<file path="src/rtl/uart_buf_rx.sv">
// ---------------------------------------------------------------------------
// uart_buf_rx
//   Word-level 8N1 UART receiver. Four consecutive bytes are assembled
//   least-significant byte first into a 32-bit word. The word is handed to
//   the consumer over a valid/ack handshake. Bit timing comes from
//   CLK_PER_HALF_BIT.
//
// Parameters
//   CLK_PER_HALF_BIT : clock cycles per half UART bit (>= 2).
//   TIMEOUT_BITS     : inter-byte idle limit in bit periods. Only used when
//                      the timeout feature is compiled in.
//
// Optional feature macro
//   UART_BUF_RX_TIMEOUT_EN : when defined, a partial word is discarded after
//                            TIMEOUT_BITS bit periods of inter-byte idle.
//
// Ports
//   clk          in   single clock
//   rstn         in   asynchronous active-low reset
//   rxd          in   serial line, asynchronous to clk, idle high
//   rdata        out  assembled word, first byte in [7:0]
//   rx_buf_valid out  rdata holds an unconsumed word
//   rx_buf_ack   in   consumer accepts the word
//   rx_buf_busy  out  partial word held or frame in progress
//   ferr         out  one-cycle framing-error pulse
//   ovf          out  sticky overrun flag, cleared only by reset
// ---------------------------------------------------------------------------
`ifndef _CLK_PER_HALF_BIT
`define _CLK_PER_HALF_BIT 16
`endif

module uart_buf_rx #(
   parameter int CLK_PER_HALF_BIT = `_CLK_PER_HALF_BIT,
   parameter int TIMEOUT_BITS     = 40
) (
   input  logic        clk,
   input  logic        rstn,
   input  logic        rxd,
   output logic [31:0] rdata,
   output logic        rx_buf_valid,
   input  logic        rx_buf_ack,
   output logic        rx_buf_busy,
   output logic        ferr,
   output logic        ovf
);

   localparam int TMR_W = $clog2(2 * CLK_PER_HALF_BIT);
   localparam logic [TMR_W-1:0] HALF_LOAD = TMR_W'(CLK_PER_HALF_BIT - 1);
   localparam logic [TMR_W-1:0] FULL_LOAD = TMR_W'(2 * CLK_PER_HALF_BIT - 1);
   localparam logic [TMR_W-1:0] TMR_ZERO  = {TMR_W{1'b0}};
   localparam logic [TMR_W-1:0] TMR_ONE   = {{(TMR_W-1){1'b0}}, 1'b1};

   typedef enum logic [1:0] {
      S_IDLE  = 2'd0,
      S_START = 2'd1,
      S_DATA  = 2'd2,
      S_STOP  = 2'd3
   } state_t;

   logic             rx_meta_r;
   logic             rxs_r;
   state_t           state_r;
   state_t           state_nxt;
   logic [TMR_W-1:0] timer_r;
   logic [TMR_W-1:0] timer_nxt;
   logic [2:0]       bit_cnt_r;
   logic [2:0]       bit_cnt_nxt;
   logic [7:0]       shift_r;
   logic [7:0]       shift_nxt;
   logic             armed_r;
   logic             armed_nxt;
   logic             start_det_s;
   logic             byte_done_s;
   logic             frame_err_s;
   logic             timeout_s;
   logic [1:0]       byte_idx_r;
   logic [1:0]       byte_idx_nxt;
   logic             word_done_s;
   logic [23:0]      asm_r;

   // Two-flop synchronizer for the asynchronous serial line. Resets low so a
   // genuine high level must be seen before the first start bit is accepted.
   always_ff @(posedge clk or negedge rstn) begin
      if (!rstn) begin
         rx_meta_r <= 1'b0;
         rxs_r     <= 1'b0;
      end else begin
         rx_meta_r <= rxd;
         rxs_r     <= rx_meta_r;
      end
   end

   // Bit FSM state and datapath registers.
   always_ff @(posedge clk or negedge rstn) begin
      if (!rstn) begin
         state_r   <= S_IDLE;
         timer_r   <= TMR_ZERO;
         bit_cnt_r <= 3'd0;
         shift_r   <= 8'd0;
         armed_r   <= 1'b0;
      end else begin
         state_r   <= state_nxt;
         timer_r   <= timer_nxt;
         bit_cnt_r <= bit_cnt_nxt;
         shift_r   <= shift_nxt;
         armed_r   <= armed_nxt;
      end
   end

   // Bit FSM next-state logic. armed_r blocks start detection until the
   // line has been seen high (after reset and after a framing error).
   always_comb begin
      state_nxt   = state_r;
      timer_nxt   = timer_r;
      bit_cnt_nxt = bit_cnt_r;
      shift_nxt   = shift_r;
      armed_nxt   = armed_r;
      start_det_s = 1'b0;
      byte_done_s = 1'b0;
      frame_err_s = 1'b0;
      case (state_r)
         S_IDLE: begin
            if (rxs_r == 1'b1) begin
               armed_nxt = 1'b1;
            end else if (armed_r) begin
               start_det_s = 1'b1;
               timer_nxt   = HALF_LOAD;
               state_nxt   = S_START;
            end else begin
               armed_nxt = 1'b0;
            end
         end
         S_START: begin
            if (timer_r != TMR_ZERO) begin
               timer_nxt = timer_r - TMR_ONE;
            end else if (rxs_r == 1'b0) begin
               timer_nxt   = FULL_LOAD;
               bit_cnt_nxt = 3'd0;
               state_nxt   = S_DATA;
            end else begin
               state_nxt = S_IDLE;
            end
         end
         S_DATA: begin
            if (timer_r != TMR_ZERO) begin
               timer_nxt = timer_r - TMR_ONE;
            end else begin
               shift_nxt = {rxs_r, shift_r[7:1]};
               timer_nxt = FULL_LOAD;
               if (bit_cnt_r == 3'd7) begin
                  state_nxt = S_STOP;
               end else begin
                  bit_cnt_nxt = bit_cnt_r + 3'd1;
               end
            end
         end
         S_STOP: begin
            if (timer_r != TMR_ZERO) begin
               timer_nxt = timer_r - TMR_ONE;
            end else begin
               state_nxt = S_IDLE;
               if (rxs_r == 1'b1) begin
                  byte_done_s = 1'b1;
               end else begin
                  frame_err_s = 1'b1;
                  armed_nxt   = 1'b0;
               end
            end
         end
         default: begin
            state_nxt = S_IDLE;
         end
      endcase
   end

`ifdef UART_BUF_RX_TIMEOUT_EN
   localparam int TO_LIMIT = TIMEOUT_BITS * 2 * CLK_PER_HALF_BIT;
   localparam int TO_W     = $clog2(TO_LIMIT + 1);
   localparam logic [TO_W-1:0] TO_LAST = TO_W'(TO_LIMIT - 1);
   localparam logic [TO_W-1:0] TO_ZERO = {TO_W{1'b0}};
   localparam logic [TO_W-1:0] TO_ONE  = {{(TO_W-1){1'b0}}, 1'b1};

   logic [TO_W-1:0] idle_cnt_r;

   // Inter-byte idle counter; only runs while a partial word waits in idle.
   always_ff @(posedge clk or negedge rstn) begin
      if (!rstn) begin
         idle_cnt_r <= TO_ZERO;
      end else if (start_det_s || (state_r != S_IDLE) || (byte_idx_r == 2'd0)) begin
         idle_cnt_r <= TO_ZERO;
      end else if (idle_cnt_r == TO_LAST) begin
         idle_cnt_r <= TO_ZERO;
      end else begin
         idle_cnt_r <= idle_cnt_r + TO_ONE;
      end
   end

   assign timeout_s = (state_r == S_IDLE) && (byte_idx_r != 2'd0) &&
                      (idle_cnt_r == TO_LAST) && !start_det_s;
`else
   assign timeout_s = 1'b0;
`endif

   // Byte lane pointer; a framing error or timeout drops the partial word.
   always_comb begin
      byte_idx_nxt = byte_idx_r;
      word_done_s  = 1'b0;
      if (frame_err_s || timeout_s) begin
         byte_idx_nxt = 2'd0;
      end else if (byte_done_s) begin
         byte_idx_nxt = byte_idx_r + 2'd1;
         word_done_s  = (byte_idx_r == 2'd3);
      end else begin
         byte_idx_nxt = byte_idx_r;
      end
   end

   // Word assembly, output buffer handshake and status flags. The fourth
   // byte bypasses asm_r and goes straight into the completed word.
   always_ff @(posedge clk or negedge rstn) begin
      if (!rstn) begin
         byte_idx_r   <= 2'd0;
         asm_r        <= 24'd0;
         rdata        <= 32'd0;
         rx_buf_valid <= 1'b0;
         rx_buf_busy  <= 1'b0;
         ferr         <= 1'b0;
         ovf          <= 1'b0;
      end else begin
         byte_idx_r  <= byte_idx_nxt;
         ferr        <= frame_err_s;
         rx_buf_busy <= (state_nxt != S_IDLE) || (byte_idx_nxt != 2'd0);
         if (byte_done_s) begin
            case (byte_idx_r)
               2'd0:    asm_r[7:0]   <= shift_r;
               2'd1:    asm_r[15:8]  <= shift_r;
               2'd2:    asm_r[23:16] <= shift_r;
               default: asm_r        <= asm_r;
            endcase
         end
         // A same-cycle ack frees the buffer for the incoming word.
         if (word_done_s && (!rx_buf_valid || rx_buf_ack)) begin
            rdata        <= {shift_r, asm_r};
            rx_buf_valid <= 1'b1;
         end else if (word_done_s) begin
            ovf <= 1'b1;
         end else if (rx_buf_valid && rx_buf_ack) begin
            rx_buf_valid <= 1'b0;
         end
      end
   end

endmodule

</file>
<file path="config.mk">
export PLATFORM = sky130hd
export DESIGN_NAME = uart_buf_rx
export DESIGN_NICKNAME = d
export VERILOG_FILES = /design/src/rtl/uart_buf_rx.sv
export SDC_FILE = /design/constraint.sdc
export NUM_CORES = 1
export LEC_CHECK = 0
export BUFFER_PORTS_ARGS = -buffer_cell sky130_fd_sc_hd__buf_4
export CAP_MARGIN = 20
export CORE_ASPECT_RATIO = 0.8
export CORE_MARGIN = 5
export CORE_UTILIZATION = 58
export CTS_CLUSTER_DIAMETER = 60
export DETAILED_ROUTE_END_ITERATION = 10
export PLACE_DENSITY = 0.88
export SKIP_LAST_GASP = 1
export SLEW_MARGIN = 30
export SYNTH_ARGS = -nofsm -noshare
export SYNTH_HDL_FRONTEND = slang
export SYNTH_SLANG_ARGS = --single-unit
</file>
<file path="constraint.sdc">
create_clock -name clk -period 2.26 [get_ports clk]
set_clock_uncertainty 0.1 [all_clocks]
set_input_delay 0.339 -clock clk [delete_from_list [all_inputs] [get_ports clk]]
set_output_delay 0.339 -clock clk [all_outputs]
set_load 0.005 [all_outputs]
</file>
==> impl_metrics.csv <==
group,metric,value,unit
placed_design,place_hpwl,4.742,mm
setup_path,path_cells,"inv_1, ha_1, nor3b_2, and4b_1, nand3_4, buf_4, mux2_2",
global_route,grt_pass1_wl,11.40,mm
global_route,grt_max_degree,51,
cts,clock_path_buffers,2,
route,viasPerCell,5.532,
timing,max_clock_freq,0.4621,GHz
setup_path,max_stage_delay,380,ps
setup_path,crit_path_end_kind,"flop",
floorplan,fp-row-count,25,
placed_design,place_area,4024,µm²
route,wl_per_cell,16.93,µm
finish,final_util,70.94,%
route,route.detailed.drc,0,
synth,avgSynthCellArea,14.23,µm²
floorplan,fp.coreArea,6006,µm²
synth,syn_nets,270,
synth,async_reset_ff_share,100.0,%
timing,finalCritPeriodShare,95.76,%
placed_design,place.port_buffers,39,
global_route,antenna_found_initial,0,
cts,numCtsBuffers,9,
timing,min_period,2164,ps
route,firstDrtPassIters,6,
floorplan,die_h,80.75,µm
min_path,hold_path_startpoint,"rx_meta_r",
cts,clock-sinks,83,
synth,syn_area,3628,µm²
finish,nFillCells,408,
finish,diodes,0,
synth,synth-edff-count,0,
route,num_vias,2163,
setup_path,rr_startpoint,"timer_r[0]",
floorplan,die_w,98.43,µm
timing,hold_viol_final,0,
synth,yosys_warnings,0,
setup_path,crit_arrival,2300,ps
floorplan,start_util,60.42,%
status,status,"finished, final reports clean",
placed_design,placedCellCount,373,
setup_path,path_class,"flop to flop",
setup_path,crit_path_start_kind,"flop",
pwr,peakVddDrop,0.6071,mV
setup_path,critPathMaxFanout,18,
timing,hold_slack,253.7,ps
global_route,grt_remaining_overflow,0,
synth,ys_seq_elements,83,
pwr,p_leak,2.255,nW
timing,fin_setup_tns,0,ps
pwr,pwr_density_cell,908.9,nW/µm²
timing,rsz0062_at_grt,"no",
floorplan,dieArea,7948,µm²
setup_path,critPathSlowestCell,"mux2_2",
timing,setup_viol,0,
timing,slew_headroom,58.37,%
global_route,grt.total_usage,18.38,%
min_path,min_path_type,"flop to flop",
cts,clock-root-buffer,"clkbuf_8",
cts,clk_latency,350,ps
finish,final_area,4260,µm²
job,drv_cap,0,
route,routed_wl,6.619,mm
synth,synth_cells,255,
global_route,grt_pass1_vias,2248,
floorplan,top_level_ports,40,
finish,drive_gt1_share,42.90,%
cts,ctsHtreeMaxLevel,3,
setup_path,cp-startpoint,"timer_r[0]",
synth,synth_ff_type,"dfrtp_1",
synth,ys_seq_area_share,57.24,%
placed_design,gp_congestion,0.8191,
timing,worstMarginPinSlew,624.4,ps
route,postRouteAntennaNets,0,
cts,cts_tree,"done",
setup_path,cp.required,2390,ps
cts,cts.reportedPaths.clkPinSlew,80,ps
finish,area_growth,17.41,%
synth,synth.distinct_cells,41,
route,drt_iter0_drc,74,
finish,nNetsFinal,320,
finish,fin_cells,391,
timing,finalMaxSlewViolations,0,
## final timing paths
check                                   to  slack, ps  depth (start not counted)
worst min register to register       rxs_r        250                          0
worst min-delay path                 rxs_r        250                          0
min in group asynchronous       timer_r[3]        440                          2
worst max register to register   rdata[27]        100                          7
max in group asynchronous        rdata[21]       1040                          3
worst max-delay path             rdata[27]        100                          7
## through the flow
stage	total power, mW	setup slack, ps
detailed placement	2.784	121.2
finish	3.872	95.78
floorplan	2.515	284.7
CTS	3.885	89.79
global route	4.102	35.12
global placement	2.730	159.6
## placed cells by master, fill, tap and decap left out, types with 2 or more instances in the layout
master / Yosys / final
dfrtp_1: 83 / 83
buf_4: 1 / 45
mux2_2: 34 / 34
mux2_4: 30 / 30
nand2_1: 18 / 18
o21ai_0: 12 / 12
ha_1: 11 / 11
nor2_1: 9 / 9
clkbuf_8: 0 / 9
inv_1: 7 / 7
a21oi_1: 7 / 7
nand2b_1: 3 / 3
nand2_2: 3 / 3
clkinv_4: 0 / 3
nor3b_1: 2 / 2
a21o_1: 2 / 2
nor2b_1: 2 / 2
a211oi_1: 2 / 2
dlygate4sd3_1: 0 / 2
## layer usage
layer	share of wire [%]	GRT usage [%]
met5	0	0
met4	0.77	5.048
met3	4.5	5.923
met2	47	29.01
met1	47	24.87
## final cells by class
type                    instances  area [µm²]  area share [%]
clock buffers                   9       123.9           2.907
clock inverters                 7       88.84           2.085
inverters                       7       26.28          0.6167
multi-input cells             156        1465           34.39
flip-flops and latches         83        2077           48.75
well taps                      81       101.3           2.379
repair buffers                 48       377.9           8.869
## what timing repair did
item                                    4_1_cts  5_1_grt
hold buffers                                  2        0
endpoints found under the hold margin        49        0
setup buffers                                 0        0
resized for setup                             0        1
endpoints found under the setup margin        0        1
## cells by family after synthesis
logic type	share of synthesized area (%)
flip-flops	57.24
multiplexers	23.24
AND/OR/NAND/NOR	7.276
AO/OA/AOI/OAI	5.966
buffers and inverters	2.483
adder cells (fa/ha/maj)	3.793
## critical path, delay by kind of cell, from the launching register on
kind | cells | cell delay [ps]
adder cells (fa/ha/maj) | 1 | 250
buffers and inverters | 2 | 390
flip-flops | 1 | 370
multiplexers | 1 | 380
AND/OR/NAND/NOR | 3 | 540
## synthesized netlist by cell type (2+ instances only)
master    count  area (µm²)
buf_6         3       33.78
nand2_1      18       67.56
dfrtp_1      83        2077
a21o_1        2       15.01
clkbuf_1      2       7.510
o21ai_0      12       60.06
mux2_2       34       382.9
a211oi_1      2       15.01
buf_2         2       10.01
a21oi_1       7       35.03
mux2_4       30       450.4
nor2b_1       2       12.51
nor2_1        9       33.78
inv_1         7       26.28
nand2_2       3       18.77
nor3b_1       2       15.01
ha_1         11       137.6
nand2b_1      3       18.77
## flip-flops by register name, summed over array words and instances, names as in the netlist
signal	count
rxs_r	1
state_r	2
asm_r	24
bit_cnt_r	3
byte_idx_r	2
rx_buf_valid	1
shift_r	8
ovf	1
timer_r	5
armed_r	1
rdata	32
rx_buf_busy	1
rx_meta_r	1
ferr	1
## power breakdown
| part | internal, mW | leakage (nW) | switching [mW] |
|---|---|---|---|
| Sequential | 1.63 | 1.13 | 0.179 |
| Combinational | 0.445 | 1.02 | 0.530 |
| Clock | 0.529 | 0.103 | 0.562 |
No activity file was read; power rests on OpenSTA's default activity.
